==> config.mk <==
export PLATFORM = sky130hd
export DESIGN_NAME = eth_clk_rst_seq
export DESIGN_NICKNAME = d
export VERILOG_FILES = /design/src/rtl/eth_clk_seq_pkg.sv /design/src/rtl/eth_sync_2ff.sv /design/src/rtl/eth_clk_rst_seq.sv
export SDC_FILE = /design/constraint.sdc
export NUM_CORES = 1
export LEC_CHECK = 0
export ABC_AREA = 1
export BUFFER_PORTS_ARGS = -buffer_cell sky130_fd_sc_hd__buf_2
export CAP_MARGIN = 5
export CORE_ASPECT_RATIO = 1.1
export CORE_UTILIZATION = 35
export CTS_CLUSTER_SIZE = 28
export DETAILED_ROUTE_END_ITERATION = 6
export GPL_TIMING_DRIVEN = 0
export PLACE_DENSITY_LB_ADDON = 0.3
export SYNTH_ARGS = -nofsm -noshare
export SYNTH_HDL_FRONTEND = slang
export SYNTH_SLANG_ARGS = --single-unit
==> constraint.sdc <==
create_clock -name clk_in -period 1.7 [get_ports clk_in]
set_input_delay 0.17 -clock clk_in [delete_from_list [all_inputs] [get_ports clk_in]]
set_output_delay 0.17 -clock clk_in [all_outputs]
set_load 0.1 [all_outputs]
==> src/rtl/eth_clk_seq_pkg.sv <==
// Shared types and defaults for the Ethernet clock/reset sequencer.
// The timer-width helper sizes the one timer shared by every sequencer state.
package eth_clk_seq_pkg;

   typedef enum logic [2:0] {
      MMCM_RST,
      WAIT_LOCK,
      STABLE,
      RELEASE,
      RUN,
      FAIL
   } seq_state_t;

   localparam int unsigned DEF_MMCM_RST_CYCLES = 16;
   localparam int unsigned DEF_LOCK_TIMEOUT    = 65536;
   localparam int unsigned DEF_STABLE_CYCLES   = 1024;
   localparam int unsigned DEF_N_DOMAINS       = 3;
   localparam int unsigned DEF_RELEASE_GAP     = 64;
   localparam int unsigned DEF_MAX_RETRIES     = 4;
   localparam int unsigned DEF_CNT_W           = 8;

   // Bits needed to count up to (largest dwell - 1); never narrower than one bit.
   function automatic int unsigned timer_width(
      input int unsigned i_c0,
      input int unsigned i_c1,
      input int unsigned i_c2,
      input int unsigned i_c3
   );
      int unsigned w_max;
      w_max = i_c0;
      if (i_c1 > w_max) w_max = i_c1;
      if (i_c2 > w_max) w_max = i_c2;
      if (i_c3 > w_max) w_max = i_c3;
      return (w_max <= 1) ? 1 : $clog2(w_max);
   endfunction

endpackage

==> src/rtl/eth_sync_2ff.sv <==
// Two-flop synchronizer for a single asynchronous level, with a
// parameterised value loaded by the synchronous reset.
module eth_sync_2ff #(
   parameter logic RST_VAL = 1'b0
) (
   input  logic i_clk,
   input  logic i_rst,
   input  logic i_d,
   output logic o_q
);

   logic r_meta;
   logic r_sync;

   always_ff @(posedge i_clk) begin
      if (i_rst) begin
         r_meta <= RST_VAL;
         r_sync <= RST_VAL;
      end else begin
         r_meta <= i_d;
         r_sync <= r_meta;
      end
   end

   assign o_q = r_sync;

endmodule

==> src/rtl/eth_clk_rst_seq.sv <==
// Ethernet clock manager sequencer: MMCM reset pulse, lock wait and qualification,
// ordered release of downstream domain resets, lock-loss restart and retry-limited failure.
module eth_clk_rst_seq
   import eth_clk_seq_pkg::*;
#(
   parameter int unsigned MMCM_RST_CYCLES = DEF_MMCM_RST_CYCLES,
   parameter int unsigned LOCK_TIMEOUT    = DEF_LOCK_TIMEOUT,
   parameter int unsigned STABLE_CYCLES   = DEF_STABLE_CYCLES,
   parameter int unsigned N_DOMAINS       = DEF_N_DOMAINS,
   parameter int unsigned RELEASE_GAP     = DEF_RELEASE_GAP,
   parameter int unsigned MAX_RETRIES     = DEF_MAX_RETRIES,
   parameter int unsigned CNT_W           = DEF_CNT_W
) (
   input  logic                 clk_in,
   input  logic                 rst_in,
   input  logic                 clk_locked_i,
   input  logic                 sw_restart_i,
   output logic                 mmcm_rst_o,
   output logic [N_DOMAINS-1:0] rst_dom_o,
   output logic                 ready_o,
   output logic                 lock_fail_o,
   output logic [CNT_W-1:0]     retry_cnt_o,
   output logic [CNT_W-1:0]     lock_loss_cnt_o
);

   localparam int unsigned TW = timer_width(MMCM_RST_CYCLES, LOCK_TIMEOUT,
                                            STABLE_CYCLES, RELEASE_GAP);
   localparam int unsigned IW = $clog2(N_DOMAINS + 1);

   // The timer reloads to zero and counts down, so a dwell of N cycles ends when
   // it reads -(N-1); the reset value of zero therefore already starts a full pulse.
   localparam logic [TW-1:0] T_MMCM_END   = TW'(0) - TW'(MMCM_RST_CYCLES - 1);
   localparam logic [TW-1:0] T_LOCK_END   = TW'(0) - TW'(LOCK_TIMEOUT - 1);
   localparam logic [TW-1:0] T_STABLE_END = TW'(0) - TW'(STABLE_CYCLES - 1);
   localparam logic [TW-1:0] T_GAP_END    = TW'(0) - TW'(RELEASE_GAP - 1);

   localparam logic [CNT_W-1:0] RETRY_LAST = CNT_W'(MAX_RETRIES - 1);
   localparam logic [IW-1:0]    REL_LAST   = IW'(N_DOMAINS);

   logic                 w_lock_s;

   seq_state_t           r_state;
   logic [TW-1:0]        r_timer;
   logic [IW-1:0]        r_rel;
   logic [CNT_W-1:0]     r_retry;
   logic [CNT_W-1:0]     r_loss;

   seq_state_t           w_state;
   logic [TW-1:0]        w_timer;
   logic [IW-1:0]        w_rel;
   logic [CNT_W-1:0]     w_retry;
   logic [CNT_W-1:0]     w_loss;
   logic [N_DOMAINS-1:0] w_dom;

   eth_sync_2ff #(
      .RST_VAL (1'b0)
   ) u_lock_sync (
      .i_clk (clk_in),
      .i_rst (rst_in),
      .i_d   (clk_locked_i),
      .o_q   (w_lock_s)
   );

   always_comb begin
      w_state = r_state;
      w_timer = r_timer - 1'b1;
      w_rel   = r_rel;
      w_retry = r_retry;
      w_loss  = r_loss;

      if (sw_restart_i) begin
         w_state = MMCM_RST;
         w_timer = '0;
         w_rel   = '0;
         w_retry = '0;
      end else if ((r_state == RELEASE || r_state == RUN) && !w_lock_s) begin
         w_state = MMCM_RST;
         w_timer = '0;
         w_rel   = '0;
         w_retry = '0;
         w_loss  = (r_loss == '1) ? r_loss : r_loss + 1'b1;
      end else begin
         unique case (r_state)
            MMCM_RST: begin
               if (r_timer == T_MMCM_END) begin
                  w_state = WAIT_LOCK;
                  w_timer = '0;
               end
            end
            WAIT_LOCK: begin
               if (w_lock_s) begin
                  w_state = STABLE;
                  w_timer = '0;
               end else if (r_timer == T_LOCK_END) begin
                  w_timer = '0;
                  if (r_retry == RETRY_LAST) begin
                     w_state = FAIL;
                  end else begin
                     w_state = MMCM_RST;
                     w_retry = r_retry + 1'b1;
                  end
               end
            end
            STABLE: begin
               if (!w_lock_s) begin
                  w_state = MMCM_RST;
                  w_timer = '0;
               end else if (r_timer == T_STABLE_END) begin
                  w_state = RELEASE;
                  w_timer = '0;
                  w_rel   = IW'(1);
               end
            end
            RELEASE: begin
               if (r_timer == T_GAP_END) begin
                  w_timer = '0;
                  if (r_rel == REL_LAST) begin
                     w_state = RUN;
                     w_retry = '0;
                  end else begin
                     w_rel = r_rel + 1'b1;
                  end
               end
            end
            RUN: begin
               w_timer = r_timer;
            end
            FAIL: begin
               w_timer = r_timer;
            end
            default: begin
               w_state = MMCM_RST;
               w_timer = '0;
            end
         endcase
      end
   end

   // Domain i is out of reset only once rel_idx has passed it, or in RUN.
   always_comb begin
      w_dom = '1;
      if (w_state == RUN) begin
         w_dom = '0;
      end else if (w_state == RELEASE) begin
         for (int unsigned i = 0; i < N_DOMAINS; i++) begin
            if (i < 32'(w_rel)) w_dom[i] = 1'b0;
         end
      end
   end

   always_ff @(posedge clk_in) begin
      if (rst_in) begin
         r_state     <= MMCM_RST;
         r_timer     <= '0;
         r_rel       <= '0;
         r_retry     <= '0;
         r_loss      <= '0;
         mmcm_rst_o  <= 1'b1;
         rst_dom_o   <= '1;
         ready_o     <= 1'b0;
         lock_fail_o <= 1'b0;
      end else begin
         r_state     <= w_state;
         r_timer     <= w_timer;
         r_rel       <= w_rel;
         r_retry     <= w_retry;
         r_loss      <= w_loss;
         mmcm_rst_o  <= (w_state == MMCM_RST) || (w_state == FAIL);
         rst_dom_o   <= w_dom;
         ready_o     <= (w_state == RUN);
         lock_fail_o <= (w_state == FAIL);
      end
   end

   assign retry_cnt_o     = r_retry;
   assign lock_loss_cnt_o = r_loss;

endmodule

* Word-level counts from Yosys, hierarchy flattened
Index checks and enable logic that the tools add are counted.
** Cells by class
- Add/subtract/negate cells :: 4
- Magnitude comparators :: 3
- Equality and inequality tests :: 20
- Muxes and demuxes :: 36
- Bitwise logic cells :: 2
- Reductions and logical operators :: 11
** Operators with widths (count)
- 16-bit two-way mux :: 6
- 16-bit one-hot mux with 5 select lines :: 1
- 16-bit equality test (second input constant) :: 3
- 8-bit two-way mux :: 5
- 3-bit two-way mux :: 12
- 8-bit by 1-bit adder with 8-bit output (second input constant) :: 2
- 16-bit by 1-bit equality test with 1-bit output (second input constant) :: 1
- 8-bit one-hot mux with 2 select lines :: 1
- 16-bit by 1-bit subtractor with 16-bit output (second input constant) :: 1
- 3-bit one-hot mux with 5 select lines :: 1
- 3-bit equality test (second input constant) :: 4
- 2-bit two-way mux :: 6
- 3-bit by 2-bit equality test with 1-bit output (second input constant) :: 3
- 8-bit by 2-bit equality test with 1-bit output (second input constant) :: 1
- 8-bit equality test (second input constant) :: 1
- 3-bit logical NOT :: 2
- 2-bit != test (second input constant) :: 3
- 6-bit AND reduction :: 1
- 1-bit by 2-bit less-than comparator with 1-bit output (first input constant) :: 2
- 2-bit by 1-bit != test with 1-bit output (second input constant) :: 2
- 2-bit one-hot mux with 2 select lines :: 1
- 3-bit by 1-bit equality test with 1-bit output (second input constant) :: 1
- 1-bit two-way mux :: 3
- 3-bit AND reduction :: 1
- other kinds (10) :: 12
** Storage, ports and cells
- Register bits :: 45
- Input bits :: 4
- Output and inout port bits :: 22
- Logic and storage cells :: 87

* Depth between registers and ports, before layout
- Depth in word-level cells :: 10
- Mapped depth :: 13
- Mapped depth without buffers :: 13

* By module
Synthesis repeated with hierarchy kept, for this count alone.
** Second synthesis, totals
- Cell total of the unflattened synthesis :: 379
- Area, all modules :: 2531.2 um^2
** By module, submodules not included
- eth_clk_rst_seq :: times used 1, cells each 373, area each 2476.1 um^2, seq. area each 860.8 um^2
- eth_sync_2ff :: times used 1, cells each 6, area each 55.1 um^2, seq. area each 40.0 um^2

* Least setup slack after synthesis
No wires, ideal clock.
- Path kind :: reg-to-reg
- Start point :: reg r_retry[0], in the netlist retry_cnt_o[0]
- End point :: reg rst_dom_o[2]
- Library setup time :: 113 ps
- Arrival :: 2204 ps
- Required time :: 1587 ps
- Path slack :: -617 ps
- Stages on the path, launching flop included :: 13
- Buffers on the path :: 0
- Clock period less this slack :: 2317 ps
- Cells stage by stage :: dfxtp_1 > ha_1 > inv_1 > nor3_1 > nand2_1 > nand3_1 > nand2_1 > nor2_2 > nor2_1 > nor2_2 > nand2_1 > nor2_4 > nor2_1
** On the way
- Cells in the longest elaborated chain, start to end :: 10
- Elaborated cells on any way between the ends :: 11
- Classes of those cells :: 3 x eq/ne; 8 x mux
** RTL lines
- start, declared :: RTL line eth_clk_rst_seq.sv:45 : logic [CNT_W-1:0] r_retry;
- start signal, assigned :: RTL line eth_clk_rst_seq.sv:166 : r_retry <= w_retry;
- 8-bit by 2-bit equality test with 1-bit output * :: RTL line eth_clk_rst_seq.sv:96 : if (r_retry == RETRY_LAST) begin
- 3-bit two-way mux * :: RTL line eth_clk_rst_seq.sv:96
- 3-bit two-way mux * :: RTL line eth_clk_rst_seq.sv:94 : end else if (r_timer == T_LOCK_END) begin
- 3-bit two-way mux * :: RTL line eth_clk_rst_seq.sv:91 : if (w_lock_s) begin
- 3-bit one-hot mux with 5 select lines * :: RTL line eth_clk_rst_seq.sv:83 : unique case (r_state)
- 3-bit two-way mux * :: RTL line eth_clk_rst_seq.sv:76 : end else if ((r_state == RELEASE || r_state == RUN) && !w_lock_s) begin
- 3-bit two-way mux * :: RTL line eth_clk_rst_seq.sv:71 : if (sw_restart_i) begin
- 3-bit by 2-bit equality test with 1-bit output :: RTL line eth_clk_rst_seq.sv:144 : end else if (w_state == RELEASE) begin
- 3-bit two-way mux :: RTL line eth_clk_rst_seq.sv:144
- 3-bit two-way mux * :: RTL line eth_clk_rst_seq.sv:142 : if (w_state == RUN) begin
- end signal, assigned :: RTL line eth_clk_rst_seq.sv:169 : rst_dom_o <= w_dom;
- end, declared :: RTL line eth_clk_rst_seq.sv:19 : output logic [N_DOMAINS-1:0] rst_dom_o,
Every way passes the cells marked *; elsewhere a longest branch is shown, timed or not.
A chain may end at the register's enable or synchronous reset.

* Worst setup path in the final report
- Start point :: reg r_timer[8]
- End point :: reg r_retry[5], in the netlist retry_cnt_o[5]
** On the way
- Cells in the longest elaborated chain, start to end :: 3
- Elaborated cells on any way between the ends :: 5
- Classes of those cells :: 4 x eq/ne; 1 x reduce/logical
** RTL lines
- start, declared :: RTL line eth_clk_rst_seq.sv:43 : logic [TW-1:0] r_timer;
- start signal, assigned :: RTL line eth_clk_rst_seq.sv:164 : r_timer <= w_timer;
- 16-bit by 1-bit equality test with 1-bit output / 16-bit equality test (equally long branches) :: RTL line eth_clk_rst_seq.sv:94, eth_clk_rst_seq.sv:115
- 2-bit != test (no source line) / 2-bit by 1-bit != test with 1-bit output (equally long branches)
- 6-bit AND reduction (no source line) *
Marks and branches as above.

==> impl_metrics.env <==
export IMPL_outcome="complete, but fails checks"
export IMPL_failed_checks="setup timing"
export IMPL_cts_tree="yes"
export IMPL_antenna_found_initial=0
export IMPL_critPathMaxFanout=6
export IMPL_async_flop_share_pct=0
export IMPL_fp_coreArea_mm2=0.00705
export IMPL_grt_pass1_vias=2200
export IMPL_maxSlewViolCount=0
export IMPL_cts_sinks=45
export IMPL_dp_cells=486
export IMPL_pre_cts_ws_ns=-0.0883
export IMPL_synth_ff_type="dfxtp_1"
export IMPL_synth_nets=385
export IMPL_wirelength_um=6340
export IMPL_timing_rr_start="r_timer[8]"
export IMPL_maxCapViolCount=0
export IMPL_finalSetupViolations=10
export IMPL_die_h_um=91.5
export IMPL_fin_skew_ns=0.00732
export IMPL_place_gp_congestion=0.856
export IMPL_io_buffers=24
export IMPL_syn_area_mm2=0.00255
export IMPL_synth_top_area_share_pct=35.3
export IMPL_root_buffer="clkbuf_8"
export IMPL_place_area_mm2=0.00285
export IMPL_viasPerCell=4.92
export IMPL_initial_core_util_pct=36.2
export IMPL_critical_path_class="reg2reg"
export IMPL_synth_warnings=0
export IMPL_finalSetupTns_ns=-0.111
export IMPL_p_leak_nw=1.51
export IMPL_dp_final_hpwl_um=4200
export IMPL_drtIter0Drc=141
export IMPL_cts_buffers=5
export IMPL_fin_area_mm2=0.00352
export IMPL_cp_common_cell="nand4_1"
export IMPL_critPathArrivalTime_ns=1.95
export IMPL_std_cell_rows=32
export IMPL_hold_class="in2reg"
export IMPL_power_density_mw_per_mm2=700
export IMPL_finalCriticalPeriod_ns=1.72
export IMPL_drc=0
export IMPL_die_area_mm2=0.00763
export IMPL_drive_gt1_share_pct=41.2
export IMPL_drtPass1Iterations=4
export IMPL_slowest_stage="dfxtp_4"
export IMPL_overflow=0
export IMPL_relSlewSlack_pct=66.8
export IMPL_cpPeakStageDelay_ns=0.38
export IMPL_hold_viol_final=0
export IMPL_die_w_um=83.4
export IMPL_worst_slew_pin_slew_ns=0.498
export IMPL_fmax_mhz=580
export IMPL_required_ns=1.93
export IMPL_track_usage_pct=15.4
export IMPL_synth_edf_count=0
export IMPL_cp_start_kind="register"
export IMPL_synth_largest_area_cell="dfxtp_1"
export IMPL_critPathLaunch="r_timer[8]"
export IMPL_areaGrowthSynthToFinish_pct=37.9
export IMPL_pin_count=26
export IMPL_crit_chain="nand4_1, nor2_2, nand4_1, or2_4, nand2_4, buf_6, a21oi_1, nor2_1"
export IMPL_syn_area_per_cell_um2=6.76
export IMPL_insertion_delay_ns=0.30
export IMPL_final_period_utilization_pct=101
export IMPL_ys_seq_area_share_pct=35.3
export IMPL_synthTopCellsByArea="dfxtp_1, nand2_1, nor2_1"
export IMPL_ys_top_cells_by_count="nand2_1, nor2_1, dfxtp_1, inv_1, a21oi_1"
export IMPL_grt_pass1_wl_um=9710
export IMPL_fillCellCount=687
export IMPL_clock_path_buffers=2
export IMPL_antenna_cells=0
export IMPL_fin_ws_ns=-0.0249
export IMPL_final_cells=519
export IMPL_yosysMostFrequentCell="nand2_1"
export IMPL_clk_pin_slew_ns=0.08
export IMPL_nNetsFinal=441
export IMPL_ys_types=31
export IMPL_synth_seq_cells=45
export IMPL_ir_drop_mv=0.404
export IMPL_cp_end_kind="register"
export IMPL_drt_antenna_violating_nets=0
export IMPL_wl_per_cell_um=12.2
export IMPL_min_delay_start="clk_locked_i"
export IMPL_grt_max_degree=14
export IMPL_cts_htree_levels=2
export IMPL_syn_inst=377
export IMPL_via_count=2554
export IMPL_rsz0062_at_grt="yes"
registers in the layout (all words and copies together) (netlist names):
signal,count
r_state,3
r_timer,16
u_lock_sync.o_q,1
r_rel,2
rst_dom_o,3
lock_loss_cnt_o,8
lock_fail_o,1
ready_o,1
u_lock_sync.r_meta,1
retry_cnt_o,8
mmcm_rst_o,1
cell families (layout without fill, tap and decap cells):
logic type	Yosys count	after routing	synth area share (%)
AOI/OAI and AO/OA	43	43	9.08
xor gates and xnor gates	17	17	5.84
adders and majority gates	4	4	1.96
buffers and inverters	48	105	7.65
DFF	45	45	35.3
and+or+nand+nor	220	220	40.1
routing by layer:
metal / wire length [um] / vias to the layer above / global-route usage, %
met1: 2890 / 1185 / 19.5
li1: - / 1307 / -
met2: 3100 / 50 / 26.6
met4: 104 / 0 / 3.45
met3: 240 / 12 / 3.18
met5: 0 / - / 0
worst paths after layout:
| check | to | slack, ns | depth (start not counted) |
|---|---|---|---|
| setup / recovery | retry_cnt_o[5] | -0.02 | 8 |
| hold / removal | u_lock_sync.r_meta | 0.08 | 3 |
| setup reg to reg | retry_cnt_o[5] | -0.02 | 8 |
| hold reg to reg | u_lock_sync.o_q | 0.40 | 2 |
critical path: cells and delay by family, from the launching register on:
family          cells  cell delay [ns]
simple gates        6             1.10
compound gates      1             0.06
flops               1             0.38
buf+inv             1             0.12
timing repair:
action,CTS,global route
gates resized for setup,20,93
setup buffers,1,23
pin swaps,6,28
setup endpoints to repair,24,30
hold buffers,0,0
gates cloned,0,1
layout make-up:
| class | count | area [um^2] | share of cell area [%] |
|---|---|---|---|
| tap | 85 | 106 | 3.02 |
| inverter | 43 | 174 | 4.94 |
| clock inverter | 2 | 33.8 | 0.961 |
| multi-input combinational | 284 | 1770 | 50.3 |
| sequential | 45 | 971 | 27.6 |
| clock buffer | 6 | 72.6 | 2.06 |
| timing repair buffer | 49 | 348 | 9.89 |
| buffer | 5 | 42.5 | 1.21 |
placed cells by master (no fill, tap or decap), drive strengths merged:
master / n
xnor2: 6
nor3b: 1
a21oi: 31
clkbuf: 7
nor3: 7
inv: 43
o21ai: 10
nand4: 7
o21a: 2
nor2: 69
xor2: 11
buf: 53
nand3: 28
nand2: 106
or2: 1
dfxtp: 45
ha: 4
nor4: 1
clkinv: 1
bufinv: 1
through the flow:
stage               power (mW)  hold WS [ns]  utilization [%]
floorplan                 1.44         0.277                -
finish                    2.46        0.0773             49.9
global route              2.58        0.0771             49.9
CTS                       2.33        0.0711             42.6
global placement          1.50         0.381             40.4
detailed placement        1.51         0.386             40.4
power breakdown:
group          total, mW  internal [mW]  switching [mW]  leakage (nW)
logic              0.531          0.232           0.299          1.07
registers           1.14           1.08          0.0528         0.384
clock network      0.795          0.434           0.361        0.0528
Power figures use the tool's default switching activity.
